--- src/rtl/irf_bypass_ctrl_pkg.sv ---
// Shared types and constants for the integer register file bypass control.
package irf_bypass_ctrl_pkg;

  // Register address width and the hard-wired zero register.
  localparam int NREG_BITS = 5;
  localparam logic [NREG_BITS-1:0] ZERO_REG = 5'd31;

  // Operand mux select codes; 5-7 are never produced.
  localparam logic [2:0] SEL_RF   = 3'd0;  // register file read port
  localparam logic [2:0] SEL_IB3  = 3'd1;  // ibox_result3
  localparam logic [2:0] SEL_IB4  = 3'd2;  // ibox_result4
  localparam logic [2:0] SEL_MEM  = 3'd3;  // mem_out
  localparam logic [2:0] SEL_MREG = 3'd4;  // m_reg_out

  // One in-flight instruction as tracked in stages 3-5.
  typedef struct packed {
    logic                 valid;
    logic [NREG_BITS-1:0] dest;
    logic                 we;
    logic                 load;
  } pipe_entry_t;

  // Empty pipeline slot; dest parked on the zero register so it never matches.
  localparam pipe_entry_t BUBBLE = '{valid: 1'b0, dest: ZERO_REG, we: 1'b0, load: 1'b0};

  // An entry produces a value for src when it is live, writes, and targets src.
  function automatic logic entry_hits(input pipe_entry_t e, input logic [NREG_BITS-1:0] src);
    return e.valid & e.we & (e.dest == src);
  endfunction

endpackage

--- src/rtl/irf_bypass_match.sv ---
// Per-operand priority match against stages 3-5: picks the youngest producer
// and flags a load-use hazard when that producer is a load still in stage 3.
module irf_bypass_match
  import irf_bypass_ctrl_pkg::*;
(
  input  logic [NREG_BITS-1:0] src,
  input  logic                 use_src,
  input  pipe_entry_t          s3,
  input  pipe_entry_t          s4,
  input  pipe_entry_t          s5,
  output logic [2:0]           sel,
  output logic                 hazard
);

  // Youngest-first search; the zero register and unused operands read the RF.
  always_comb begin
    sel    = SEL_RF;
    hazard = 1'b0;
    if (use_src && (src != ZERO_REG)) begin
      if (entry_hits(s3, src)) begin
        if (s3.load) begin
          hazard = 1'b1;
        end else begin
          sel = SEL_IB3;
        end
      end else if (entry_hits(s4, src)) begin
        sel = s4.load ? SEL_MEM : SEL_IB4;
      end else if (entry_hits(s5, src)) begin
        sel = SEL_MREG;
      end
    end
  end

endmodule

--- src/rtl/irf_bypass_ctrl.sv ---
// Bypass select, load-use stall and write-back control for the integer
// register file, tracking in-flight destinations through stages 3-5.
module irf_bypass_ctrl
  import irf_bypass_ctrl_pkg::*;
#(
  parameter int CNT_BITS = 32
) (
  input  logic                 clk,
  input  logic                 rst_n,
  input  logic                 issue_valid,
  input  logic [NREG_BITS-1:0] src_a,
  input  logic [NREG_BITS-1:0] src_b,
  input  logic                 use_a,
  input  logic                 use_b,
  input  logic [NREG_BITS-1:0] dest,
  input  logic                 dest_we,
  input  logic                 is_load,
  input  logic                 flush,
  output logic [2:0]           mux3_sel,
  output logic [2:0]           mux4_sel,
  output logic                 stall,
  output logic [NREG_BITS-1:0] write_addr,
  output logic                 write_en,
  output logic [CNT_BITS-1:0]  stall_count
);

  pipe_entry_t s3_reg;
  pipe_entry_t s4_reg;
  pipe_entry_t s5_reg;
  pipe_entry_t s3_next;
  pipe_entry_t s4_next;

  logic [CNT_BITS-1:0] stall_count_reg;

  // Operand 0 is A (feeds mux3), operand 1 is B (feeds mux4).
  logic [NREG_BITS-1:0] op_src [2];
  logic                 op_use [2];
  logic [2:0]           op_sel [2];
  logic                 op_hazard [2];

  assign op_src[0] = src_a;
  assign op_src[1] = src_b;
  assign op_use[0] = use_a;
  assign op_use[1] = use_b;

  generate
    for (genvar gi = 0; gi < 2; gi++) begin : g_operand
      irf_bypass_match u_match (
        .src     (op_src[gi]),
        .use_src (op_use[gi]),
        .s3      (s3_reg),
        .s4      (s4_reg),
        .s5      (s5_reg),
        .sel     (op_sel[gi]),
        .hazard  (op_hazard[gi])
      );
    end
  endgenerate

  assign mux3_sel = op_sel[0];
  assign mux4_sel = op_sel[1];

  // A redirect outranks a hazard: the waiting instruction is dead anyway.
  assign stall = issue_valid & ~flush & (op_hazard[0] | op_hazard[1]);

  // Next pipeline contents: stall/flush inject a bubble, flush also kills stage 3.
  always_comb begin
    s3_next = BUBBLE;
    s4_next = s3_reg;
    if (issue_valid && !stall && !flush) begin
      s3_next = '{valid: 1'b1, dest: dest, we: dest_we, load: is_load};
    end
    if (flush) begin
      s4_next = BUBBLE;
    end
  end

  // Pipeline advance and saturating stall counter.
  always_ff @(posedge clk) begin
    if (!rst_n) begin
      s3_reg          <= BUBBLE;
      s4_reg          <= BUBBLE;
      s5_reg          <= BUBBLE;
      stall_count_reg <= '0;
    end else begin
      s3_reg <= s3_next;
      s4_reg <= s4_next;
      s5_reg <= s4_reg;
      if (stall && (stall_count_reg != '1)) begin
        stall_count_reg <= stall_count_reg + 1'b1;
      end
    end
  end

  assign stall_count = stall_count_reg;

  // Stage-5 write-back; the zero register is never written and idles the address.
  assign write_en   = s5_reg.valid & s5_reg.we & (s5_reg.dest != ZERO_REG);
  assign write_addr = write_en ? s5_reg.dest : ZERO_REG;

endmodule

--- config.mk ---
export PLATFORM = sky130hd
export DESIGN_NAME = irf_bypass_ctrl
export DESIGN_NICKNAME = d
export VERILOG_FILES = /design/src/rtl/irf_bypass_ctrl_pkg.sv /design/src/rtl/irf_bypass_match.sv /design/src/rtl/irf_bypass_ctrl.sv
export SDC_FILE = /design/constraint.sdc
export NUM_CORES = 1
export LEC_CHECK = 0
export CORE_MARGIN = 8
export CORE_UTILIZATION = 40
export CTS_CLUSTER_SIZE = 10
export DETAILED_ROUTE_END_ITERATION = 7
export PLACE_DENSITY = 0.77
export SYNTH_ARGS = -nofsm -noshare
export SYNTH_HDL_FRONTEND = slang
export SYNTH_SLANG_ARGS = --single-unit
--- constraint.sdc ---
create_clock -name clk -period 2 [get_ports clk]
set_input_delay 0.4 -clock clk [delete_from_list [all_inputs] [get_ports clk]]
set_output_delay 0.4 -clock clk [all_outputs]
set_load 0.02 [all_outputs]
== Word level (Yosys, flattened, before mapping) ==
Index checks and enable logic that the tools add are counted.
Operators by class
  muxes and demuxes: 17
  bitwise operators: 15
  eq/ne operators: 10
  add/subtract/negate cells: 1
  reductions and logical operators: 9
Operator list (count)
  $add A32 B1 Y32 const B: 1
  $ne A32 B32 Y1 const B: 1
  $eq A5 B5 Y1: 6
  $mux W3: 8
  $ne A5 B5 Y1 const B: 3
  $and A1 B1 Y1: 12
  $mux W8: 1
  $mux W1: 7
  $logic_and A1 B1 Y1: 5
  $mux W5: 1
  $logic_not A1 Y1: 2
  $not A1 Y1: 2
  $reduce_and A2 Y1: 1
  $reduce_or A2 Y1: 1
  $or A1 B1 Y1: 1
Storage, ports and cells
  output and inout port bits: 45
  bits of input ports: 23
  register bits: 55

== Logic depth before layout (Yosys ltp) ==
Gate-level depths: netlist of the first run.
  word-level depth: 10
  depth in mapped cells: 9
  gate-level depth less buffers: 7

== By module ==
From an unflattened synthesis of the first run, not the netlist that was laid out.
Second synthesis, totals
  cells, all modules: 329
  area total of the unflattened synthesis: 2910.3 µm²
Modules (own cells, without submodules)
  irf_bypass_ctrl: sequential area each 1121.1 µm², cells each 263, area each 2422.3 µm², times used 1
  irf_bypass_match: sequential area each 0.0 µm², cells each 33, area each 244.0 µm², times used 2

== Worst setup path after synthesis of the first run ==
Ideal clock, no wire load.
  path kind: register to register
  start point: reg stall_count_reg[0], in the netlist stall_count[0]
  end point: reg stall_count_reg[0], in the netlist stall_count[0]
  path slack: -320 ps
  arrival time: 2192 ps
  setup time: 128 ps
  cell stages (with the launch flop): 10
  cells stage by stage: dfxtp_1 -> ha_1 -> nand3_1 -> nor4_4 -> nand3_4 -> o32ai_4 -> buf_6 -> buf_6 -> xor2_1 -> nor2_1
On the way
  cells in the longest elaborated chain, start to end: 2
  elaborated cells between the ends (all ways): 3
Ends and longest elaborated chain
  from (decl): RTL line irf_bypass_ctrl.sv:33  | logic [CNT_BITS-1:0] stall_count_reg;
  from (signal assigned): RTL line irf_bypass_ctrl.sv:90  | stall_count_reg <= stall_count_reg + 1'b1;
  branches (longest 2 deep; another with $add A32 B1 Y32)
Several ways; the timed one is not identified.
A chain may end at the register's enable or synchronous reset.

== Final worst setup path of the first run ==
  start point: reg s4_reg[3] (netlist name)
  end point: out mux3_sel[0]
On the way
  cells in the longest elaborated chain, start to end: 5
Ends and longest elaborated chain
  from (decl): RTL line irf_bypass_ctrl.sv:28  | pipe_entry_t s4_reg;
  from (signal assigned): RTL line irf_bypass_ctrl.sv:87  | s4_reg <= s4_next;
  $eq A5 B5 Y1: RTL line irf_bypass_ctrl_pkg.sv:28  | return e.valid & e.we & (e.dest == src);
  $and A1 B1 Y1: RTL line irf_bypass_ctrl_pkg.sv:28
  $mux W3: RTL line irf_bypass_match.sv:26  | end else if (entry_hits(s4, src)) begin
  $mux W3: RTL line irf_bypass_match.sv:20  | if (entry_hits(s3, src)) begin
  $mux W3: RTL line irf_bypass_match.sv:19  | if (use_src && (src != ZERO_REG)) begin
  to (decl): RTL line irf_bypass_ctrl.sv:19  | output logic [2:0] mux3_sel,
Every way passes these cells.

==> out/metrics.csv, run 1 <==
stage,metric,value,unit
power_and_ir_drop,power.density_cell_area,419.2,nW/um^2
die,boundaryPins,68,
timing,report.final.slew_viol_count,0,
yosys,synth_seq_area_share,38.73,%
critical_path,timing.critical_path.fanout_max,3,
yosys,synth_top_cell_by_area,sky130_fd_sc_hd__dfxtp_1,
final_layout,fin_util,70.81,%
power_and_ir_drop,finalPower,0.002028,W
yosys,post_synth_most_frequent_cells,"sky130_fd_sc_hd__dfxtp_1, sky130_fd_sc_hd__nand2_1, sky130_fd_sc_hd__xnor2_1",
final_layout,nets,504,
power_and_ir_drop,cellLeakagePower,1.777,nW
cts,insertion_delay,320,ps
placement,routabilityCongestion,0.9666,
critical_path,worst_path_largest_cell_delay,360,ps
die,floorplan.die.height,100.3,um
cts,tritoncts_buffer_count,5,
grt,pin_count_of_the_biggest_net_entering_global_routing,30,
timing,fin_skew,14.63,ps
cts,cts_sinks,55,
die,core_region_area,6832,sq um
yosys,synth_seq_cells,55,
cts,clk_path_buf_depth,2,
critical_path,crit_required,1600,ps
final_layout,drive_gt1_share,42.00,%
cts,ctsHoldBuffers,0,
critical_path,setup.reg_to_reg.worst_slack,-120,ps
yosys,library_cells_used_by_synthesis,45,
yosys,synthTopCellsByArea,"sky130_fd_sc_hd__dfxtp_1, sky130_fd_sc_hd__xnor2_1, sky130_fd_sc_hd__xor2_1",
yosys,post_synth.cell_area_avg,8.693,sq um
yosys,post_synth_simple_gate_area,32.09,%
final_layout,relative_area_change_from_synthesis_to_final_layout,70.16,%
critical_path,cp-start-kind,flip-flop,
placement,place_hpwl,6679,um
outcome,status,finished with violations,
hold_path,worstHoldPathType,flip-flop to flip-flop,
timing,setup_ws,-233.2,ps
timing,finalSetupViolations,33,
die,die_x,100.3,um
final_layout,layoutNonFillerInstCount,577,
route,routed_wirelength,10090,um
grt,wire_length_of_the_first_global_routing_pass,14970,um
route,vias_per_cell,5.395,
route,routed-via-count,3113,
yosys,syn_area,2843,sq um
placement,dpl.cell_count,554,
route,drcViolationCount,0,
die,initial_core_util,41.61,%
timing,grt_setup_unrepaired,yes,
cts,cts.clk_slew.worst_paths,100,ps
cts,htreeDepth,2,
cts,root_buffer,sky130_fd_sc_hd__clkbuf_8,
critical_path,worstPathBufferInverterCount,1,
yosys,synthXorXnorAreaFrac,10.78,%
grt,first_global_vias,3183,
final_layout,diodes,0,
die,die-area,10060,sq um
grt,grt_remaining_overflow,0,
job,timing.max_cap.violations,0,
final_layout,stdcell_area,4837,sq um
yosys,ys.warnings.count,0,
yosys,synth_compound_area_share,11.93,%
critical_path,path_cells,"xor2_1, nor4_2, nand4_1, nor2_2, a22oi_2, nor2_1, buf_4",
yosys,post-synth-top-area-fraction,38.73,%
yosys,synthesized_area_fraction_occupied_by_adder_cells,0.4401,%
critical_path,cp_top_family,simple AND/OR/NAND/NOR gates,
power_and_ir_drop,ir_worst_vdd,0.3451,mV
yosys,netlist_instances,327,
critical_path,cp_slowest_cell,sky130_fd_sc_hd__dfxtp_2,
yosys,synth-edff-count,0,
yosys,postSynth.asyncResetShare,0,%
timing,hold_viol_final,0,
timing,post-route-period-util,111.7,%
critical_path,end_kind,output pin,
route,post_drt_wl_per_cell,17.49,um
final_layout,largest_register_ff_count,32,
yosys,syn-num-nets,351,
critical_path,cp.arrival,1830,ps
grt,grt_usage,18.38,%
critical_path,path_class,flip-flop to output pin,
timing,max_freq,0.4478,GHz
timing,min_period,2233,ps
die,floorplan.rows,30,
placement,post_dp_cell_area,4172,sq um
route,drt_iter0_markers,182,
yosys,yosys_most_used_dff,sky130_fd_sc_hd__dfxtp_1,
timing,slew_headroom,64.57,%
placement,port_buffers,67,
route,antenna_violating_nets_post_route,0,
outcome,failed_checks,setup timing,
yosys,synth_top_family_by_area,simple AND/OR/NAND/NOR gates,
grt,number_of_antenna_violations_at_the_first_check_in_global_routing,0,
yosys,synthMuxAreaShare,2.817,%
yosys,synth.most_common_cell,sky130_fd_sc_hd__dfxtp_1,
cts,cts_tree,yes,
route,drt_pre_antenna_iters,4,
timing,worst_slew_pin_slew,529.8,ps
## cell families after synthesis
| family | after synthesis |
|---|---|
| compound gates | 51 |
| xor+xnor | 35 |
| fa+ha+maj | 1 |
| buf+inv | 20 |
| flops | 55 |
| mux | 8 |
| simple gates | 157 |
## through the flow
step	TNS [ps]	setup WS [ps]	hold WS [ps]
floorplan	-145.7	-36.78	451.9
global placement	-26050	-861.5	489.9
detailed placement	-28550	-946.1	493.2
CTS	-797.5	-198.7	496.0
global route	-6546	-353.7	507.1
finish	-2183	-233.2	493.9
## layer usage
metal	wire length, um	global-route usage, %	vias to the layer above
li1	-	-	1498
met1	3683	18.29	1473
met2	5510	34.92	115
met3	583	4.429	27
met4	313	8.488	0
met5	0	0	-
## final timing paths
path / startpoint / cells after the start / endpoint
setup reg to reg: s3_reg[6] / 8 / stall_count[25]
hold / removal: s4_reg[4] / 1 / s5_reg[4]
hold reg to reg: s4_reg[4] / 1 / s5_reg[4]
setup / recovery: s4_reg[3] / 7 / mux3_sel[0]
## what timing repair did
action,CTS,global route
endpoints found under the setup margin,48,44
setup buffers,9,4
pin swaps,41,30
cloned,2,0
resized for setup,113,60
## area by class of cell
class | instances | area (sq um)
Multi-Input combinational cell | 254 | 2059
Tap cell | 96 | 120.1
Fill cell | 502 | 1994
Sequential cell | 55 | 1156
Inverter | 10 | 37.54
Clock inverter | 3 | 43.79
Clock buffer | 5 | 68.82
Timing Repair Buffer | 154 | 1351
## cells in the final DEF (no fill, tap or decap), drive strengths merged, types with 13 or more instances in the layout
cell           count
nand4             14
clkdlybuf4s50     40
or3               14
nor2              15
nand3             14
nand2b            13
dfxtp             55
xnor2             21
nand2             26
xor2              14
buf               96
a21oi             16
## where the power goes
part / switching, W / internal, W
clock network: 0.000375 / 0.000373
registers: 0.00000902 / 0.00109
logic: 0.0000874 / 0.0000938
(Power assumes the default switching activity.)
==> run 2: changes to the inputs <==
--- a/config.mk
+++ b/config.mk
@@ -13,3 +13,4 @@
 export SYNTH_ARGS = -nofsm -noshare
 export SYNTH_HDL_FRONTEND = slang
 export SYNTH_SLANG_ARGS = --single-unit
+export TNS_END_PERCENT = 5
==> out/metrics.csv, run 2 (same netlist as run 1, synthesis figures left out) <==
stage,metric,value,unit,change
route,post_drt_wl_per_cell,16.08,um,was 17.49 um
final_layout,area_of_the_multi_input_gates,1886,sq um,was 2059 sq um
critical_path,cp.arrival,2480,ps,was 1830 ps
final_layout,most-common-layout-cells,"sky130_fd_sc_hd__buf_4, sky130_fd_sc_hd__clkdlybuf4s50_1, sky130_fd_sc_hd__dfxtp_1",,unchanged
placement,place_hpwl,6567,um,was 6679 um
route,drt_iter0_markers,143,,was 182
cts,htreeDepth,2,,unchanged
die,die-area,10060,sq um,unchanged
placement,post_dp_cell_area,4110,sq um,was 4172 sq um
timing,fin_skew,12.19,ps,was 14.63 ps
grt,grt_remaining_overflow,0,,unchanged
critical_path,crit_required,2250,ps,was 1600 ps
timing,grt_setup_unrepaired,yes,,unchanged
final_layout,stdcell_area,4557,sq um,was 4837 sq um
outcome,failed_checks,setup timing,,unchanged
die,core_region_area,6832,sq um,unchanged
critical_path,path_class,primary input to flip-flop,,was flip-flop to output pin
route,routed-via-count,3031,,was 3113
power_and_ir_drop,p_int,0.001432,W,was 0.001556 W
route,vias_per_cell,5.299,,was 5.395
cts,clk_path_buf_depth,2,,unchanged
critical_path,rr_startpoint,s3_reg[2],,was s3_reg[6]
outcome,status,finished with violations,,unchanged
route,antenna_violating_nets_post_route,0,,unchanged
power_and_ir_drop,cellLeakagePower,1.654,nW,was 1.777 nW
hold_path,hold_path_depth,1,,unchanged
placement,port_buffers,67,,unchanged
final_layout,largest_register_ff_count,32,,unchanged
cts,cts_sinks,55,,unchanged
die,floorplan.rows,30,,unchanged
timing,post-route-period-util,111.3,%,was 111.7%
critical_path,worst_path_largest_cell_delay,510,ps,was 360 ps
critical_path,crit_top_cell,sky130_fd_sc_hd__buf_4,,
power_and_ir_drop,power.density_cell_area,414.0,nW/um^2,was 419.2 nW/um^2
critical_path,worst_setup_path_endpoint,stall_count[14],,was mux3_sel[0]
cts,cts.clk_slew.worst_paths,100,ps,about the same
die,initial_core_util,41.61,%,unchanged
cts,insertion_delay,310,ps,was 320 ps
cts,root_buffer,sky130_fd_sc_hd__clkbuf_8,,unchanged
power_and_ir_drop,seq_power_share,58.5,%,was 54.1%
placement,routabilityCongestion,0.8955,,was 0.9666
critical_path,end_kind,flip-flop,,was output pin
hold_path,timing.hold.worst.start,s4_reg[3],,was s4_reg[4]
route,routed_wirelength,9199,um,was 10090 um
final_layout,layout_commonest_cell,sky130_fd_sc_hd__buf_4,,unchanged
critical_path,cp_slowest_cell,sky130_fd_sc_hd__or4_1,,was sky130_fd_sc_hd__dfxtp_2
timing,min_period,2226,ps,was 2233 ps
final_layout,relative_area_change_from_synthesis_to_final_layout,60.30,%,was 70.16%
cts,cts_tree,yes,,unchanged
cts,ctsHoldBuffers,0,,unchanged
die,floorplan.die.height,100.3,um,unchanged
critical_path,timing.critical_path.fanout_max,13,,was 3
final_layout,diodes,0,,unchanged
route,drt_pre_antenna_iters,5,,was 4
critical_path,rr_worst_depth,9,,was 8
final_layout,layoutNonFillerInstCount,572,,was 577
die,boundaryPins,68,,unchanged
power_and_ir_drop,p_comb_share,9.3,%,was 8.9%
die,die_x,100.3,um,unchanged
power_and_ir_drop,net_sw_share,24.09,%,was 23.27%
hold_path,worstHoldPathType,flip-flop to flip-flop,,unchanged
final_layout,seq_area,1141,sq um,was 1156 sq um
grt,grt_usage,17.44,%,was 18.38%
timing,report.final.slew_viol_count,0,,unchanged
job,timing.max_cap.violations,0,,unchanged
cts,tritoncts_buffer_count,5,,unchanged
timing,hold_viol_final,0,,unchanged
critical_path,setup.reg_to_reg.worst_slack,-220,ps,was -120 ps
final_layout,drive_gt1_share,36.13,%,was 42.00%
power_and_ir_drop,net-switching-power,0.0004544,W,was 0.0004718 W
final_layout,num-fill-cells,555,,was 502
power_and_ir_drop,share_of_total_power_in_the_clock_network,32.2,%,was 36.9%
timing,worst_slew_pin_slew,467.9,ps,was 529.8 ps
timing,setup_ws,-226.2,ps,was -233.2 ps
grt,number_of_antenna_violations_at_the_first_check_in_global_routing,0,,unchanged
timing,max_freq,0.4492,GHz,was 0.4478 GHz
placement,dpl.cell_count,547,,was 554
grt,first_global_vias,2938,,was 3183
timing,slew_headroom,68.80,%,was 64.57%
timing,finalSetupViolations,39,,was 33
grt,pin_count_of_the_biggest_net_entering_global_routing,30,,unchanged
grt,wire_length_of_the_first_global_routing_pass,14240,um,was 14970 um
final_layout,nets,499,,was 504
critical_path,path_cells,"clkdlybuf4s15_2, xnor2_2, nand4_1, nor3_4, buf_4, buf_4, nor2_2, buf_4, or4_1, a21oi_1",,"was xor2_1, nor4_2, nand4_1, nor2_2, a22oi_2, nor2_1, buf_4"
critical_path,worstSetupStartpoint,src_a[0],,was s4_reg[3]
route,drcViolationCount,0,,unchanged
power_and_ir_drop,ir_worst_vdd,0.3319,mV,was 0.3451 mV
critical_path,cp-start-kind,primary input,,was flip-flop
critical_path,reg2reg_to,stall_count[14],,was stall_count[25]
-- run 2: changes by cell type in the layout (fill, tap and decap cells not counted), sizes merged --
cell           change
bufinv             -1
o32ai              -1
buf                -5
clkdlybuf4s15      +1
clkinvlp           +1
-- run 2: per-stage QoR --
stage / TNS, ps / utilization, % / power, W / hold slack (ps) / setup WS (ps)
finish: -4862 / 66.70 / 0.001887 / 493.5 / -226.2
global route: -9224 / 66.70 / 0.001964 / 520.4 / -304.2
CTS: -2823 / 62.89 / 0.001898 / 491.8 / -204.2
detailed placement: -31490 / 60.16 / 0.001295 / 485.1 / -946.4
global placement: -28910 / 60.16 / 0.001292 / 465.9 / -883.3
floorplan: -223.1 / - / 0.001190 / 451.9 / -36.78
-- run 2: worst min-delay path by stage --
stage / to / slack (ps)
2_1_floorplan: s4_reg[1] / 450
3_3_place_gp: stall_count[18] / 470
3_5_place_dp: stall_count[18] / 490
4_1_cts: s5_reg[3] / 490
5_1_grt: s5_reg[3] / 520
6_report: s5_reg[3] / 490
-- run 2: critical path: cells and delay by family --
family          cells  cell delay (ps)
compound gates      1              150
xor+xnor            1              200
simple gates        4             1060
buf+inv             4              680
-- run 2: what timing repair did --
| item | 4_1_cts | 5_1_grt |
|---|---|---|
| gates cloned | 2 | 0 |
| setup endpoints to repair | 53 | 39 |
| gates resized for setup | 95 | 38 |
| pin swaps | 24 | 24 |
| buffers inserted | 4 | 11 |
-- run 2: cell type report --
cell class,instances,area share [%]
inverter,10,0.8237
multi-input combinational,253,41.38
clock buffer,5,1.510
tap,96,2.636
sequential,55,25.04
timing repair buffer,150,28.17
clock inverter,3,0.4393
-- run 2: power by group through the flow --
stage          clock network [W]  registers [W]   logic, W
2_1_floorplan                  0        0.00113  0.0000644
3_3_place_gp                   0        0.00113   0.000164
3_5_place_dp                   0        0.00113   0.000167
4_1_cts                 0.000629        0.00110   0.000166
5_1_grt                 0.000671        0.00110   0.000189
6_report                0.000607        0.00110   0.000176
-- run 2: layer usage --
layer	wire length, um	track usage (%)	vias to the layer above	share of wire (%)
met1	3873	20.79	1423	42
li1	-	-	1494	-
met3	391	2.561	15	4.3
met5	0	0	-	0
met2	4753	30.56	99	52
met4	180	6.860	0	2.0
==> run 3: changes to the inputs <==
--- a/config.mk
+++ b/config.mk
@@ -7,7 +7,7 @@
 export LEC_CHECK = 0
 export CORE_MARGIN = 8
 export CORE_UTILIZATION = 40
-export CTS_CLUSTER_SIZE = 10
+export CTS_CLUSTER_SIZE = 25
 export DETAILED_ROUTE_END_ITERATION = 7
 export PLACE_DENSITY = 0.77
 export SYNTH_ARGS = -nofsm -noshare
==> results of run 3 <==
No change in the layout: final DEF, timing and power equal those of run 2.
==> edit 1 (flow settings as in run 2) <==
Change the package constant `NREG_BITS` from 5 to 10.
--- a/src/rtl/irf_bypass_ctrl_pkg.sv
+++ b/src/rtl/irf_bypass_ctrl_pkg.sv
@@ -3,5 +3,5 @@
 
   // Register address width and the hard-wired zero register.
-  localparam int NREG_BITS = 5;
+  localparam int NREG_BITS = 10;
   localparam logic [NREG_BITS-1:0] ZERO_REG = 5'd31;
 
Interface: changed (resized dest, src_a, src_b and write_addr); port bits go from 68 to 88. No check against the original RTL was run, so the function may have changed too.
==> edit 1 against run 2 <==
  * The flow still finishes with violations (negative setup slack)
  * Worst setup slack lost 0.42 ns
  * Area after synthesis grew 32%
  * First-iteration DRC count grew 36%
  * Routed wire length grew 42%
  * Via count grew 35%
  * Power grew 64%
  * Sequential cell count grew 15
  * Cell area grew 31%
  * Clock skew shrank 0.0019 ns
==> edit 1: results (changes against run 2) <==
Final Worst Setup Slack - -0.6423 ns (-0.4161 ns)
# resized after CTS - 102 (+7.4%)
Largest net degree at the start of global routing - 51 (+70%)
Via count - 4094 (+35%)
# setup viols final - 56 (+44%)
Outcome - finished, violations left
Post-Route WL - 13070 microns (+42%)
Cts bufs inserted - 9 (+4)
Reg2Reg Capture Point - stall_count[2]
Global routing usage on met3 - 4.899% (+2.3 points)
Setup Buffers After CTS - 2 (-2)
R2R setup slack - -0.60 ns (-0.38 ns)
Worst reg2reg path depth - 8 (-1)
H-tree levels - 3 (+1)
Pre-CTS setup slack - -1.397 ns (-0.4502 ns)
DRT Pass-1 Iters - 4 (-1)
Failing checks - negative setup slack
1st-iter DRT viols - 194 (+36%)
Lkg Pwr - 2.317 nW (+40%)
CP Max Fanout - 5 (-8)
Met2 wire length - 6610 microns (+39%)
Detailed placement HPWL - 10120 microns (+54%)
Sw frac - 22.14% (-1.9 points)
Unique masters post-synth - 40 (-11%)
Comb power frac - 10.8% (+1.5 points)
Layout cells sized above 1 - 29.09% (-7.0 points)
Clk Latency, worst-skew pair - 0.35 ns (+0.04 ns)
Hold path start - s4_reg[1]
[edit 1: stage by stage]
stage	area, sq um	setup TNS (ns)	power, mW	hold slack, ns	std cells
3_5_place_dp	5519	-57.23	1.771	0.4390	722
2_1_floorplan	3764	-11.05	1.557	0.4296	436
3_3_place_gp	5519	-57.55	1.767	0.4441	722
4_1_cts	5847	-25.08	3.114	0.4564	740
5_1_grt	5959	-23.82	3.195	0.4796	740
6_report	5959	-21.01	3.099	0.4587	740
[edit 1: cell type report]
cell class	count	area (sq um)
fill	739	3237
multi-input combinational	343	2457
timing repair buffer	196	1695
sequential	70	1423
tap	111	138.9
clock buffer	12	135.1
clock inverter	4	95.09
inverter	4	15.01
[edit 1: cells by family after synthesis]
kind of cell / Yosys count / synth area share (%)
mux: 8 / 2.129
fa+ha+maj: 1 / 0.3326
flops: 70 / 37.26
buf+inv: 23 / 2.594
compound gates: 53 / 8.616
xor+xnor: 62 / 14.44
simple gates: 219 / 34.63
==> edit 2 (flow settings as in run 2) <==
Without the edit above. Register the output `stall_count` once more, with the module's reset; this adds one clock of latency there. The other outputs are not delayed to match.
--- a/src/rtl/irf_bypass_ctrl.sv
+++ b/src/rtl/irf_bypass_ctrl.sv
@@ -93,5 +93,11 @@
   end
 
-  assign stall_count = stall_count_reg;
+  always_ff @(posedge clk) begin
+    if (!rst_n) begin
+      stall_count <= '0;
+    end else begin
+      stall_count <= stall_count_reg;
+    end
+  end
 
   // Stage-5 write-back; the zero register is never written and idles the address.
Function: changed (a bounded check fails within 4 cycles, from zero or initial values and one cycle with rst_n low).
==> edit 2 against run 2 <==
  * Largest power group unchanged
  * First-iteration DRC count is 57% higher
  * Worst setup slack better by 0.015 ns
  * Power is 71% higher
  * Synthesized cell count is 20% higher
  * The flow still finishes with violations (negative setup slack)
  * Area after synthesis is 30% higher
  * Cell area is 20% higher
  * Sequential power is 58% higher
  * Largest cell class unchanged
  * Sequential cell count is 32 higher
  * Routed wire length is 11% higher
==> edit 2: results (changes against run 2) <==
Adder-cell share of the synthesized area - 0.3385% (-0.10 points)
Cts bufs inserted - 9 (+4)
Path type of the worst min-delay path - in -> reg
Failing checks - negative setup slack
Compound-Gate Fraction of Synth Area - 4.062% (-7.9 points)
Register area share after synthesis - 47.12% (+8.4 points)
Syn_nets - 417 (+19%)
TNS Setup - -2.688 ns (+2.174 ns)
Via count - 3317 (+9.4%)
Hold depth - 2 (+1)
Worst VDD drop - 0.3769 mV (+14%)
Final Worst Setup Slack - -0.2108 ns (+0.01537 ns)
Unique masters post-synth - 38 (-16%)
DRT Pass-1 Iters - 4 (-1)
R2R setup slack - -0.20 ns (+0.02 ns)
Max incr delay on CP - 0.37 ns (-0.14 ns)
# setup viols final - 30 (-23%)
Post-Synth XOR/XNOR Area - 7.109% (-3.7 points)
RePlAce Congestion - 0.9235 (+3.1%)
FF-to-FF Start - s3_reg[4]
Gr usage total - 16.41% (-1.0 points)
Pre-CTS setup slack - -0.9018 ns (+0.04466 ns)
Outcome - finished, violations left
Nets - 541 (+8.4%)
Reg2Reg Capture Point - stall_count_reg[29]
Detailed placement HPWL - 7246 microns (+10%)
First-pass GRT wire length - 16890 microns (+19%)
Mapped Cells - 393 (+20%)
Cell family with most CP delay - buffers and inverters
Layout Skew - 0.009477 ns (-0.002709 ns)
Non-filler cells, final - 632 (+10%)
## edit 2: cell types whose count changed after synthesis, sizes merged, moves of 8 or more
cell    delta
dfxtp     +32
nor3      +11
mux2      +23
nand4      +8
and2      +30
nor2      +19
clkbuf     +8
## edit 2: through the flow
stage	hold slack (ns)	instance area, sq um
2_1_floorplan	0.4296	3696
3_3_place_gp	0.4371	4882
3_5_place_dp	0.4434	4882
4_1_cts	0.4597	5349
5_1_grt	0.4349	5460
6_report	0.4329	5460
## edit 2: power by group through the flow
stage / Combinational [mW] / Clock (mW) / Sequential, mW
finish: 0.185 / 1.30 / 1.74
global route: 0.203 / 1.39 / 1.74
CTS: 0.180 / 1.33 / 1.74
detailed placement: 0.178 / 0 / 1.79
global placement: 0.174 / 0 / 1.79
floorplan: 0.0730 / 0 / 1.78
## edit 2: layout make-up
type / instances / area (sq um) / share of cell area [%]
Multi-Input combinational cell: 284 / 2175 / 39.83
Sequential cell: 87 / 1755 / 32.15
Timing Repair Buffer: 131 / 1165 / 21.33
Tap cell: 111 / 138.9 / 2.544
Clock buffer: 10 / 127.6 / 2.337
Clock inverter: 5 / 83.83 / 1.535
Inverter: 4 / 15.01 / 0.2750
## edit 2: worst max path at each step
stage,start,to,slack [ns],cells after the start
2_1_floorplan,src_a[2],stall_count_reg[11],0.01,7
3_3_place_gp,src_b[0],mux4_sel[2],-0.90,8
3_5_place_dp,src_a[2],mux3_sel[2],-0.90,8
4_1_cts,s3_reg[4],stall,-0.26,7
5_1_grt,s4_reg[6],mux4_sel[0],-0.39,7
6_report,s3_reg[3],mux4_sel[0],-0.21,8
## edit 2: cell families (layout without fill, tap and decap cells)
| group | after synthesis | in the layout |
|---|---|---|
| AND/OR/NAND/NOR | 205 | 205 |
| AO/OA/AOI/OAI | 24 | 24 |
| XOR/XNOR | 30 | 30 |
| flip-flops | 87 | 87 |
| buffers and inverters | 22 | 150 |
| adder cells (fa/ha/maj) | 1 | 1 |
| multiplexers | 24 | 24 |
## edit 2: timing repair
| action | CTS | global route |
|---|---|---|
| setup endpoints to repair | 52 | 52 |
| gates resized for setup | 113 | 41 |
| buffers inserted | 3 | 1 |
| cloned | 1 | 0 |
| pin swaps | 28 | 17 |
## edit 2: per-layer routing
metal  share of wire, %  vias to the layer above  GRT usage, %
met3                5.1                       20         3.435
met1                 42                     1572         18.57
met4                2.5                        0         8.543
li1                   -                     1622             -
met2                 50                      103         28.50
met5                  0                        -             0
## edit 2: worst reg2reg max path, delay by kind of cell, from the launching register on
| family | cells | cell delay [ns] |
|---|---|---|
| simple gates | 3 | 0.87 |
| buf+inv | 3 | 0.49 |
| flops | 1 | 0.35 |
| compound gates | 2 | 0.26 |
| xor+xnor | 1 | 0.16 |
